[src/rtl/idli_pkg.sv]
// rtl/idli_pkg.sv - shared idli types and constants for the SQI memory sequencer
package idli_pkg;

  localparam int SQI_NUM    = 2;
  localparam int SQI_MEM_LO = 0;
  localparam int SQI_MEM_HI = 1;

  typedef logic [3:0] sqi_data_t;
  typedef sqi_data_t [SQI_NUM-1:0] sqi_bus_t;
  typedef logic [7:0] sqi_cmd_t;

  localparam sqi_cmd_t SQI_CMD_READ  = 8'h03;
  localparam sqi_cmd_t SQI_CMD_WRITE = 8'h02;

  typedef enum logic [2:0] {
    IDLE,
    CMD,
    ADDR,
    DUMMY,
    DATA,
    HOLD
  } sqi_state_t;

  function automatic sqi_cmd_t sqi_cmd(input logic wr);
    return wr ? SQI_CMD_WRITE : SQI_CMD_READ;
  endfunction

  // One SQI cycle moves a byte: high nibble on the HI memory, low nibble on LO.
  function automatic sqi_bus_t sqi_byte(input logic [7:0] b);
    sqi_bus_t bus;
    bus[SQI_MEM_HI] = b[7:4];
    bus[SQI_MEM_LO] = b[3:0];
    return bus;
  endfunction

endpackage

[src/rtl/idli_sqi_ctrl.sv]
// rtl/idli_sqi_ctrl.sv - 16-bit word sequencer for paired SQI memories; IDLI_SQI_BURST_EN adds HOLD bursts
module idli_sqi_ctrl
  import idli_pkg::*;
(
  input  logic        i_clk,
  input  logic        i_rst_n,
  input  logic        i_req_vld,
  output logic        o_req_rdy,
  input  logic        i_req_wr,
  input  logic [15:0] i_req_addr,
  input  logic [15:0] i_req_data,
  output logic        o_rsp_vld,
  output logic [15:0] o_rsp_data,
  output logic        o_sqi_cs_n,
  output logic        o_sqi_sck_en,
  output logic        o_sqi_oe,
  output sqi_bus_t    o_sqi_dout,
  input  sqi_bus_t    i_sqi_din
);

  sqi_state_t  state;
  logic [2:0]  cnt;
  logic [23:0] addr_sr;
  logic        wr_q;
  logic [15:0] data_q;
  logic [7:0]  rd_lo;

  logic        acc;
  logic        go;
  logic        start_wr;
  logic [15:0] start_addr;

`ifdef IDLI_SQI_BURST_EN
  logic        pend;
  logic [15:0] addr_q;
  logic        hit;

  assign hit = (i_req_wr == wr_q) && (addr_q != 16'hFFFF) && (i_req_addr == addr_q + 16'd1);
`endif

  assign acc = i_req_vld && o_req_rdy;

  // A burst miss parks the request for one deselected cycle, then starts from the latched copy.
  always_comb begin
    go         = acc;
    start_wr   = i_req_wr;
    start_addr = i_req_addr;
`ifdef IDLI_SQI_BURST_EN
    if (pend) begin
      go         = 1'b1;
      start_wr   = wr_q;
      start_addr = addr_q;
    end
`endif
  end

  always_ff @(posedge i_clk) begin
    if (!i_rst_n) begin
      state        <= IDLE;
      cnt          <= 3'd0;
      addr_sr      <= 24'd0;
      wr_q         <= 1'b0;
      data_q       <= 16'd0;
      rd_lo        <= 8'd0;
      o_req_rdy    <= 1'b0;
      o_rsp_vld    <= 1'b0;
      o_rsp_data   <= 16'd0;
      o_sqi_cs_n   <= 1'b1;
      o_sqi_sck_en <= 1'b0;
      o_sqi_oe     <= 1'b0;
      o_sqi_dout   <= '0;
`ifdef IDLI_SQI_BURST_EN
      pend         <= 1'b0;
      addr_q       <= 16'd0;
`endif
    end else begin
      o_rsp_vld <= 1'b0;
      if (acc) begin
        wr_q   <= i_req_wr;
        data_q <= i_req_data;
`ifdef IDLI_SQI_BURST_EN
        addr_q <= i_req_addr;
`endif
      end

      case (state)
        IDLE: begin
          o_req_rdy    <= 1'b1;
          o_sqi_cs_n   <= 1'b1;
          o_sqi_sck_en <= 1'b0;
          o_sqi_oe     <= 1'b0;
          o_sqi_dout   <= '0;
          if (go) begin
            state        <= CMD;
            cnt          <= 3'd0;
            o_req_rdy    <= 1'b0;
            o_sqi_cs_n   <= 1'b0;
            o_sqi_sck_en <= 1'b1;
            o_sqi_oe     <= 1'b1;
            o_sqi_dout   <= sqi_byte(sqi_cmd(start_wr));
            addr_sr      <= {7'b0, start_addr, 1'b0};
`ifdef IDLI_SQI_BURST_EN
            pend         <= 1'b0;
`endif
          end
        end

        CMD: begin
          if (cnt == 3'd1) begin
            state      <= ADDR;
            cnt        <= 3'd0;
            o_sqi_dout <= sqi_byte({2{addr_sr[23:20]}});
            addr_sr    <= addr_sr << 4;
          end else begin
            cnt <= cnt + 3'd1;
          end
        end

        // Each memory gets the full byte address, most significant nibble first.
        ADDR: begin
          if (cnt == 3'd5) begin
            cnt <= 3'd0;
            if (wr_q) begin
              state      <= DATA;
              o_sqi_dout <= sqi_byte(data_q[7:0]);
            end else begin
              state      <= DUMMY;
              o_sqi_oe   <= 1'b0;
              o_sqi_dout <= '0;
            end
          end else begin
            cnt        <= cnt + 3'd1;
            o_sqi_dout <= sqi_byte({2{addr_sr[23:20]}});
            addr_sr    <= addr_sr << 4;
          end
        end

        DUMMY: begin
          if (cnt == 3'd1) begin
            state <= DATA;
            cnt   <= 3'd0;
          end else begin
            cnt <= cnt + 3'd1;
          end
        end

        DATA: begin
          if (cnt == 3'd0) begin
            cnt <= 3'd1;
            if (wr_q) o_sqi_dout <= sqi_byte(data_q[15:8]);
            else      rd_lo      <= {i_sqi_din[SQI_MEM_HI], i_sqi_din[SQI_MEM_LO]};
          end else begin
            cnt          <= 3'd0;
            o_req_rdy    <= 1'b1;
            o_sqi_sck_en <= 1'b0;
            o_sqi_oe     <= 1'b0;
            o_sqi_dout   <= '0;
            if (!wr_q) begin
              o_rsp_vld  <= 1'b1;
              o_rsp_data <= {i_sqi_din[SQI_MEM_HI], i_sqi_din[SQI_MEM_LO], rd_lo};
            end
`ifdef IDLI_SQI_BURST_EN
            state        <= HOLD;
`else
            state        <= IDLE;
            o_sqi_cs_n   <= 1'b1;
`endif
          end
        end

`ifdef IDLI_SQI_BURST_EN
        // Chip stays selected with the clock stopped until the next request.
        HOLD: begin
          if (acc) begin
            o_req_rdy <= 1'b0;
            if (hit) begin
              state        <= DATA;
              cnt          <= 3'd0;
              o_sqi_sck_en <= 1'b1;
              o_sqi_oe     <= i_req_wr;
              o_sqi_dout   <= i_req_wr ? sqi_byte(i_req_data[7:0]) : '0;
            end else begin
              state      <= IDLE;
              pend       <= 1'b1;
              o_sqi_cs_n <= 1'b1;
            end
          end
        end
`endif

        default: state <= IDLE;
      endcase
    end
  end

endmodule

[config.mk]
export PLATFORM = sky130hd
export DESIGN_NAME = idli_sqi_ctrl
export DESIGN_NICKNAME = d
export VERILOG_FILES = /design/src/rtl/idli_pkg.sv /design/src/rtl/idli_sqi_ctrl.sv
export SDC_FILE = /design/constraint.sdc
export NUM_CORES = 1
export LEC_CHECK = 0
export CORE_MARGIN = 2
export CORE_UTILIZATION = 52
export CTS_BUF_LIST = sky130_fd_sc_hd__clkbuf_8 sky130_fd_sc_hd__clkbuf_16
export DETAILED_ROUTE_END_ITERATION = 10
export PLACE_DENSITY = 0.82
export SYNTH_ARGS = -nofsm -noshare
export SYNTH_HDL_FRONTEND = slang
export SYNTH_SLANG_ARGS = --single-unit
export TNS_END_PERCENT = 1
[constraint.sdc]
create_clock -name i_clk -period 2 [get_ports i_clk]
set_input_delay 0.3 -clock i_clk [delete_from_list [all_inputs] [get_ports i_clk]]
set_output_delay 0.3 -clock i_clk [all_outputs]
set_load 0.02 [all_outputs]
# After elaboration in Yosys (flattened, before gate mapping)
# Cells that the tools add are included.
[op_classes] eq_ne=14 n_addsub=1 n_reduce_logical=18 bitwise=4 mux=34
[ops] op="$mux W24" count=3
[ops] op="$pmux W24 S3" count=1
[ops] op="$mux W8" count=5
[ops] op="$pmux W8 S4" count=1
[ops] op="$mux W3" count=9
[ops] op="$pmux W3 S5" count=1
[ops] op="$ne A2 B2 Y1 const B" count=7
[ops] op="$pmux W3 S4" count=1
[ops] op="$mux W1" count=9
[ops] op="$reduce_and A3 Y1" count=3
[ops] op="$reduce_and A4 Y1" count=2
[ops] op="$reduce_bool A4 Y1" count=2
[ops] op="$eq A3 B1 Y1 const B" count=2
[ops] op="$eq A3 B2 Y1 const B" count=2
[ops] op="$eq A3 B3 Y1 const B" count=2
[ops] op="$logic_not A3 Y1" count=2
[ops] op="$reduce_bool A3 Y1" count=2
[ops] op="$reduce_and A5 Y1" count=1
[ops] op="$not A1 Y1" count=4
[ops] op="$pmux W1 S2" count=2
[ops] op="$reduce_and A2 Y1" count=2
[ops] op="$add A3 B1 Y3 const B" count=1
[ops] op="$ne A3 B3 Y1 const B" count=1
[ops] op="$pmux W1 S3" count=1
[ops] op="5 further kinds" count=5
[word_totals] out_inout_bits=29 in_bits=44 reg_bits=84

# Logic depth before layout (Yosys ltp)
[depth] word_depth=4 ltp_mapped=8 depth_no_buf=5

# Worst setup path before layout
# OpenSTA, ideal clock, no wires.
[synth_timing] path_type="register to register" start="register o_req_rdy" end="register addr_sr[10]" setup_ps=116 period_less_slack_ps=1610 required_time_ps=1884 stages_incl_launch_ff=7 n_path_buf=1 arrival_ps=1493 path_slack_ps=390 path_cell_list="dfxtp_1 > nand2_1 > or3_1 > a31oi_4 > buf_6 > nand2_1 > o211a_1"
[synth_between] elab_chain_len=3
[synth_lines] element="start, declared" line_no="idli_sqi_ctrl.sv:8" source="output logic o_req_rdy,"
[synth_lines] element="start signal, assigned" line_no="idli_sqi_ctrl.sv:65" source="o_req_rdy <= 1'b0;"
[synth_lines] element="start signal, assigned" line_no="idli_sqi_ctrl.sv:88" source="o_req_rdy <= 1'b1;"
[synth_lines] element="start signal, assigned" line_no="idli_sqi_ctrl.sv:96" source="o_req_rdy <= 1'b0;"
[synth_lines] element="$logic_and A1 B1 Y1" line_no="idli_sqi_ctrl.sv:41" source="assign acc = i_req_vld && o_req_rdy;"
[synth_lines] element="$ne A2 B2 Y1 (no source line)"
[synth_lines] element="$reduce_and A4 Y1 (no source line)"
[synth_lines] element="end signal, assigned" line_no="idli_sqi_ctrl.sv:101" source="addr_sr <= {7'b0, start_addr, 1'b0};"
[synth_lines] element="end signal, assigned" line_no="idli_sqi_ctrl.sv:113" source="addr_sr <= addr_sr << 4;"
[synth_lines] element="end signal, assigned" line_no="idli_sqi_ctrl.sv:134" source="addr_sr <= addr_sr << 4;"
[synth_lines] element="end, declared" line_no="idli_sqi_ctrl.sv:23" source="logic [23:0] addr_sr;"
# No other way between the ends.
# A chain may end at the register's enable or synchronous reset.

# Worst setup path in the final report
[layout_timing] start="register cnt[0]" end="register addr_sr[14]"
[layout_between] elab_chain_len=3 word_cells_on_any_way=5 classes_between="eq/ne: 4; reduce/logical: 1"
[layout_lines] element="start, declared" line_no="idli_sqi_ctrl.sv:22" source="logic [2:0] cnt;"
[layout_lines] element="start signal, assigned" line_no="idli_sqi_ctrl.sv:115" source="cnt <= cnt + 3'd1;"
[layout_lines] element="start signal, assigned" line_no="idli_sqi_ctrl.sv:132" source="cnt <= cnt + 3'd1;"
[layout_lines] element="start signal, assigned" line_no="idli_sqi_ctrl.sv:143" source="cnt <= cnt + 3'd1;"
[layout_lines] element="$eq A3 B3 Y1 / $eq A3 B1 Y1 (equally long branches)" line_no="idli_sqi_ctrl.sv:121, idli_sqi_ctrl.sv:109"
[layout_lines] element="$ne A2 B2 Y1 (no source line)"
[layout_lines] element="$reduce_and A4 Y1 (no source line) *"
# Every way passes the cells marked *; elsewhere a longest branch is shown, timed or not.

==> impl_table.tex <==
\begin{tabular}{lr}
\hline
Metric & Value \\
\hline
\multicolumn{2}{l}{\textbf{Status}} \\
\quad Result of the run & finished clean \\
\multicolumn{2}{l}{\textbf{STA}} \\
\quad Clock period minus final worst setup slack & 1.86 ns \\
\quad Summed negative setup slack over all endpoints & 0 ns \\
\quad Setup skew after layout & 0.00870 ns \\
\quad Worst-case headroom to the max-slew limit & 0.687 \\
\quad Tcrit/Tclk final & 0.929 \\
\quad Worst slew pin tran & 0.469 ns \\
\quad Final number of max-transition violations & 0 \\
\quad Peak clock frequency supported by timing & 0.538 GHz \\
\quad Final Setup Violations & 0 \\
\quad Setup repair after global routing missed its margin & false \\
\quad Count of final hold-check violations & 0 \\
\multicolumn{2}{l}{\textbf{Floorplan}} \\
\quad Die ar. & approximately 0.0081 mm2 \\
\quad Core area & 0.00721 mm2 \\
\quad Number of placed I/O pins & 73 \\
\quad Initial standard-cell utilization of the core & 0.535 \\
\quad Die Y-Extent & 90.1 um \\
\quad Count of standard-cell rows & 31 \\
\quad Die width & between 90 and 100 um \\
\multicolumn{2}{l}{\textbf{Logic synthesis}} \\
\quad Avg Inst Size Synth & 9.48 um2 \\
\quad Synthesized net count & 451 \\
\quad Number of distinct library cells after synthesis & 58 \\
\quad Register bit total from synthesis & 83 \\
\quad Number of enable flip-flop cells after synthesis & 0 \\
\quad Cells after synthesis & 407 \\
\quad Most frequently used flop master after synthesis & sky130\_fd\_sc\_hd\_\_dfxtp\_1 \\
\quad Cell Area, Synth & 0.00386 mm2 \\
\quad Async S/R FF share, synth & 0 \\
\quad Fraction of the yosys area taken by sequential cells & 0.431 \\
\quad Yosys synthesis warning count & 0 \\
\multicolumn{2}{l}{\textbf{Clocking}} \\
\quad Clock-pin slew reported for the worst setup and hold paths after clock tree synthesis & 0.08 ns \\
\quad Cts bufs inserted & 9 \\
\quad H-tree levels & 3 \\
\quad TritonCTS clock tree & built \\
\quad Clock tree root driver cell & sky130\_fd\_sc\_hd\_\_clkbuf\_8 \\
\quad Maximum root-to-sink buffer count & 2 \\
\quad Worst-skew pair later-pin latency & $\sim$0.35 ns \\
\quad Buffers inserted by post-CTS timing repair & 0 \\
\quad Clock sink count & 83 \\
\multicolumn{2}{l}{\textbf{Worst setup path}} \\
\quad Biggest cell delay along the critical path & 0.54 ns \\
\quad R2r setup slk & approximately 0.14 ns \\
\quad Arrival time worst endpoint & 2.10 ns \\
\quad Crit path kind & reg2reg \\
\quad CP bufs+invs & 1 \\
\quad Critical Path Most Common Cell & sky130\_fd\_sc\_hd\_\_nand2\_1 \\
\quad Terminus of the critical flop-to-flop path & addr\_sr[14]\$\_SDFFE\_PN0P\_ \\
\quad Worst-path cell with the longest stage delay & sky130\_fd\_sc\_hd\_\_dfxtp\_1 \\
\quad Type of origin of the critical path & flip-flop \\
\quad Critical path's top delay family & simple AND/OR/NAND/NOR gates \\
\quad Reg2Reg Depth & 6 \\
\quad Data required time at the worst endpoint & 2.24 ns \\
\quad Worst reg2reg path startpoint & cnt[0]\$\_SDFFE\_PN0P\_ \\
\quad Ordered cell list for the critical path & nor3b\_4, nand2\_1, a31oi\_4, buf\_12, nand2\_1, o211a\_1 \\
\quad Critical Path End Type & flip-flop \\
\quad Largest fanout on the critical path & 46 \\
\multicolumn{2}{l}{\textbf{Global routing}} \\
\quad Global router's overall resource usage & 0.212 \\
\quad Via count of the first global-routing pass & 3031 \\
\quad Met2 demand-to-capacity share in global routing & 0.340 \\
\quad Global-route track usage on met3 & 0.0453 \\
\quad Largest net degree at the start of global routing & 56 \\
\quad Global-route wire length before repair & approximately 14 mm \\
\quad Sum of overflow across all layers after global routing & 0 \\
\quad Antenna violations before repair & 0 \\
\quad Met1 track demand over resource & 0.272 \\
\quad Most utilized layer in the global route result & met2 \\
\multicolumn{2}{l}{\textbf{Min path}} \\
\quad Number of stages on the worst hold path & 2 \\
\quad Worst hold path startpoint & i\_rst\_n \\
\quad Endpoint of the worst hold path & cnt[1]\$\_SDFFE\_PN0P\_ \\
\quad Worst hold path class & in2reg \\
\multicolumn{2}{l}{\textbf{Routing}} \\
\quad Avg WL per Cell & 14.5 um \\
\quad Iteration-0 DRC Markers & about 140 \\
\quad Detailed-route vias per instance & 5.43 \\
\quad Count of antenna-violating nets left after detailed routing & 0 \\
\quad Post-detailed-route DRC marker count & 0 \\
\quad Vias & $\sim$3100 \\
\quad Pre-antenna DRT Iters & 4 \\
\quad Total wire length after detailed routing & $\sim$8.3 mm \\
\multicolumn{2}{l}{\textbf{Pwr}} \\
\quad Worst IR drop on VDD & between 500 and 600 uV \\
\quad LEAKAGE & around 1.8 nW \\
\quad P per Cell Area & 731 mW/mm2 \\
\multicolumn{2}{l}{\textbf{Layout}} \\
\quad Layout overhead on the synthesized area & 24.8\% \\
\quad Share of layout cells above drive strength 1 & 0.0989 \\
\quad Number of antenna cells inserted & 0 \\
\quad Final \#Nets & 514 \\
\quad Fraction of the core area covered by cells at the end of the flow & 0.668 \\
\multicolumn{2}{l}{\textbf{Place}} \\
\quad I/O Buffers & 72 \\
\quad GPL Wtd Cong & between 0.8 and 0.9 \\
\quad HPWL after DPL & roughly 5.8 mm \\
\multicolumn{2}{l}{\textbf{Run}} \\
\quad Number of max-cap violations & 0 \\
\hline
\end{tabular}
==> synthesized netlist by cell type, drive strengths merged, types with 2 or more instances <==
master / instances / area, um2
dfxtp: 83 / 1660
nand2: 73 / 274
mux2i: 36 / 360
nor2b: 26 / 170
o21ai: 23 / 115
a21boi: 19 / 143
buf: 19 / 153
clkbuf: 15 / 56.3
o211a: 12 / 120
a21oi: 10 / 50.1
nor2: 10 / 63.8
a22o: 8 / 70.1
nand4: 8 / 50.1
nor3: 6 / 35.0
a221o: 5 / 50.1
inv: 4 / 15.0
nand2b: 4 / 25.0
nand4b: 4 / 35.0
nor3b: 4 / 41.3
a31oi: 3 / 33.8
and2: 3 / 18.8
nand3: 3 / 15.0
a21o: 2 / 15.0
a221oi: 2 / 17.5
nand3b: 2 / 40.0
o21a: 2 / 15.0
or2: 2 / 12.5
==> logic make-up after synthesis <==
| family | after synthesis | synth area share |
|---|---|---|
| xor+xnor | 2 | 0.00454 |
| flops | 83 | 0.431 |
| buf+inv | 38 | 0.0580 |
| mux | 36 | 0.0934 |
| compound gates | 95 | 0.185 |
| simple gates | 153 | 0.228 |
==> layout by cell type (no fill, tap or decap), types with 11 or more instances in the layout <==
cell type / synthesis / layout
sky130_fd_sc_hd__o21ai_1: 12 / 12
sky130_fd_sc_hd__nand2_1: 73 / 73
sky130_fd_sc_hd__a21boi_0: 19 / 19
sky130_fd_sc_hd__buf_4: 4 / 12
sky130_fd_sc_hd__o211a_1: 12 / 12
sky130_fd_sc_hd__o21ai_0: 11 / 11
sky130_fd_sc_hd__dfxtp_1: 83 / 83
sky130_fd_sc_hd__mux2i_1: 36 / 36
sky130_fd_sc_hd__nor2b_1: 25 / 25
sky130_fd_sc_hd__clkdlybuf4s50_1: 0 / 71
==> worst max path at each step <==
stage / startpoint / to / slack, ns / cells after the start
floorplan: o_req_rdy$_SDFFE_PN0P_ / addr_sr[10]$_SDFFE_PN0P_ / 0.39 / 6
global placement: i_req_vld / addr_sr[6]$_SDFFE_PN0P_ / 0.07 / 7
detailed placement: i_req_vld / addr_sr[12]$_SDFFE_PN0P_ / 0.06 / 7
CTS: state[1]$_SDFFE_PN0P_ / o_sqi_dout[3]$_SDFFE_PN0P_ / 0.12 / 6
global route: cnt[0]$_SDFFE_PN0P_ / addr_sr[17]$_SDFFE_PN0P_ / 0.02 / 6
finish: cnt[0]$_SDFFE_PN0P_ / addr_sr[14]$_SDFFE_PN0P_ / 0.14 / 6
==> flip-flops by register name, summed over array words and instances (netlist names) <==
register      cells
o_sqi_dout        8
rd_lo             8
o_sqi_sck_en      1
o_sqi_cs_n        1
o_rsp_vld         1
o_rsp_data       16
cnt               3
state             3
wr_q              1
data_q           16
addr_sr          23
o_sqi_oe          1
o_req_rdy         1
==> power by group <==
part | switching (mW) | internal [mW] | total (mW)
registers | 0.0572 | 1.73 | 1.79
logic | 0.275 | 0.278 | 0.553
clock network | 0.584 | 0.600 | 1.18
==> per-stage QoR <==
step                      worst slack (ns)  power, mW  hold WS [ns]  cells  instance area, um2
final                                0.142       3.52         0.322    574                4820
after global routing                0.0155       3.68         0.315    574                4820
after CTS                            0.122       3.54         0.294    574                4810
after detailed placement            0.0645       2.37         0.438    558                4620
after global placement              0.0747       2.35         0.431    558                4620
after floorplan                      0.390       2.19         0.424    407                3860
==> layout make-up <==
class | count | area, um2
clock buffers | 10 | 138
fillers | 600 | 2400
well taps | 99 | 124
inverters | 4 | 15.0
flip-flops and latches | 83 | 1660
clock inverters | 6 | 56.3
multi-input cells | 286 | 1980
repair buffers | 86 | 846
==> layer usage <==
layer / share of wire / routed length [um]
met1: 0.45 / 3710
met2: 0.48 / 3980
met3: 0.044 / 365
met4: 0.031 / 260
met5: 0 / 0
==> what timing repair did <==
item / in CTS / in global routing
gates resized for setup: 0 / 1
hold buffers: 0 / 0
endpoints found under the setup margin: 0 / 6
(Power assumes the default switching activity.)
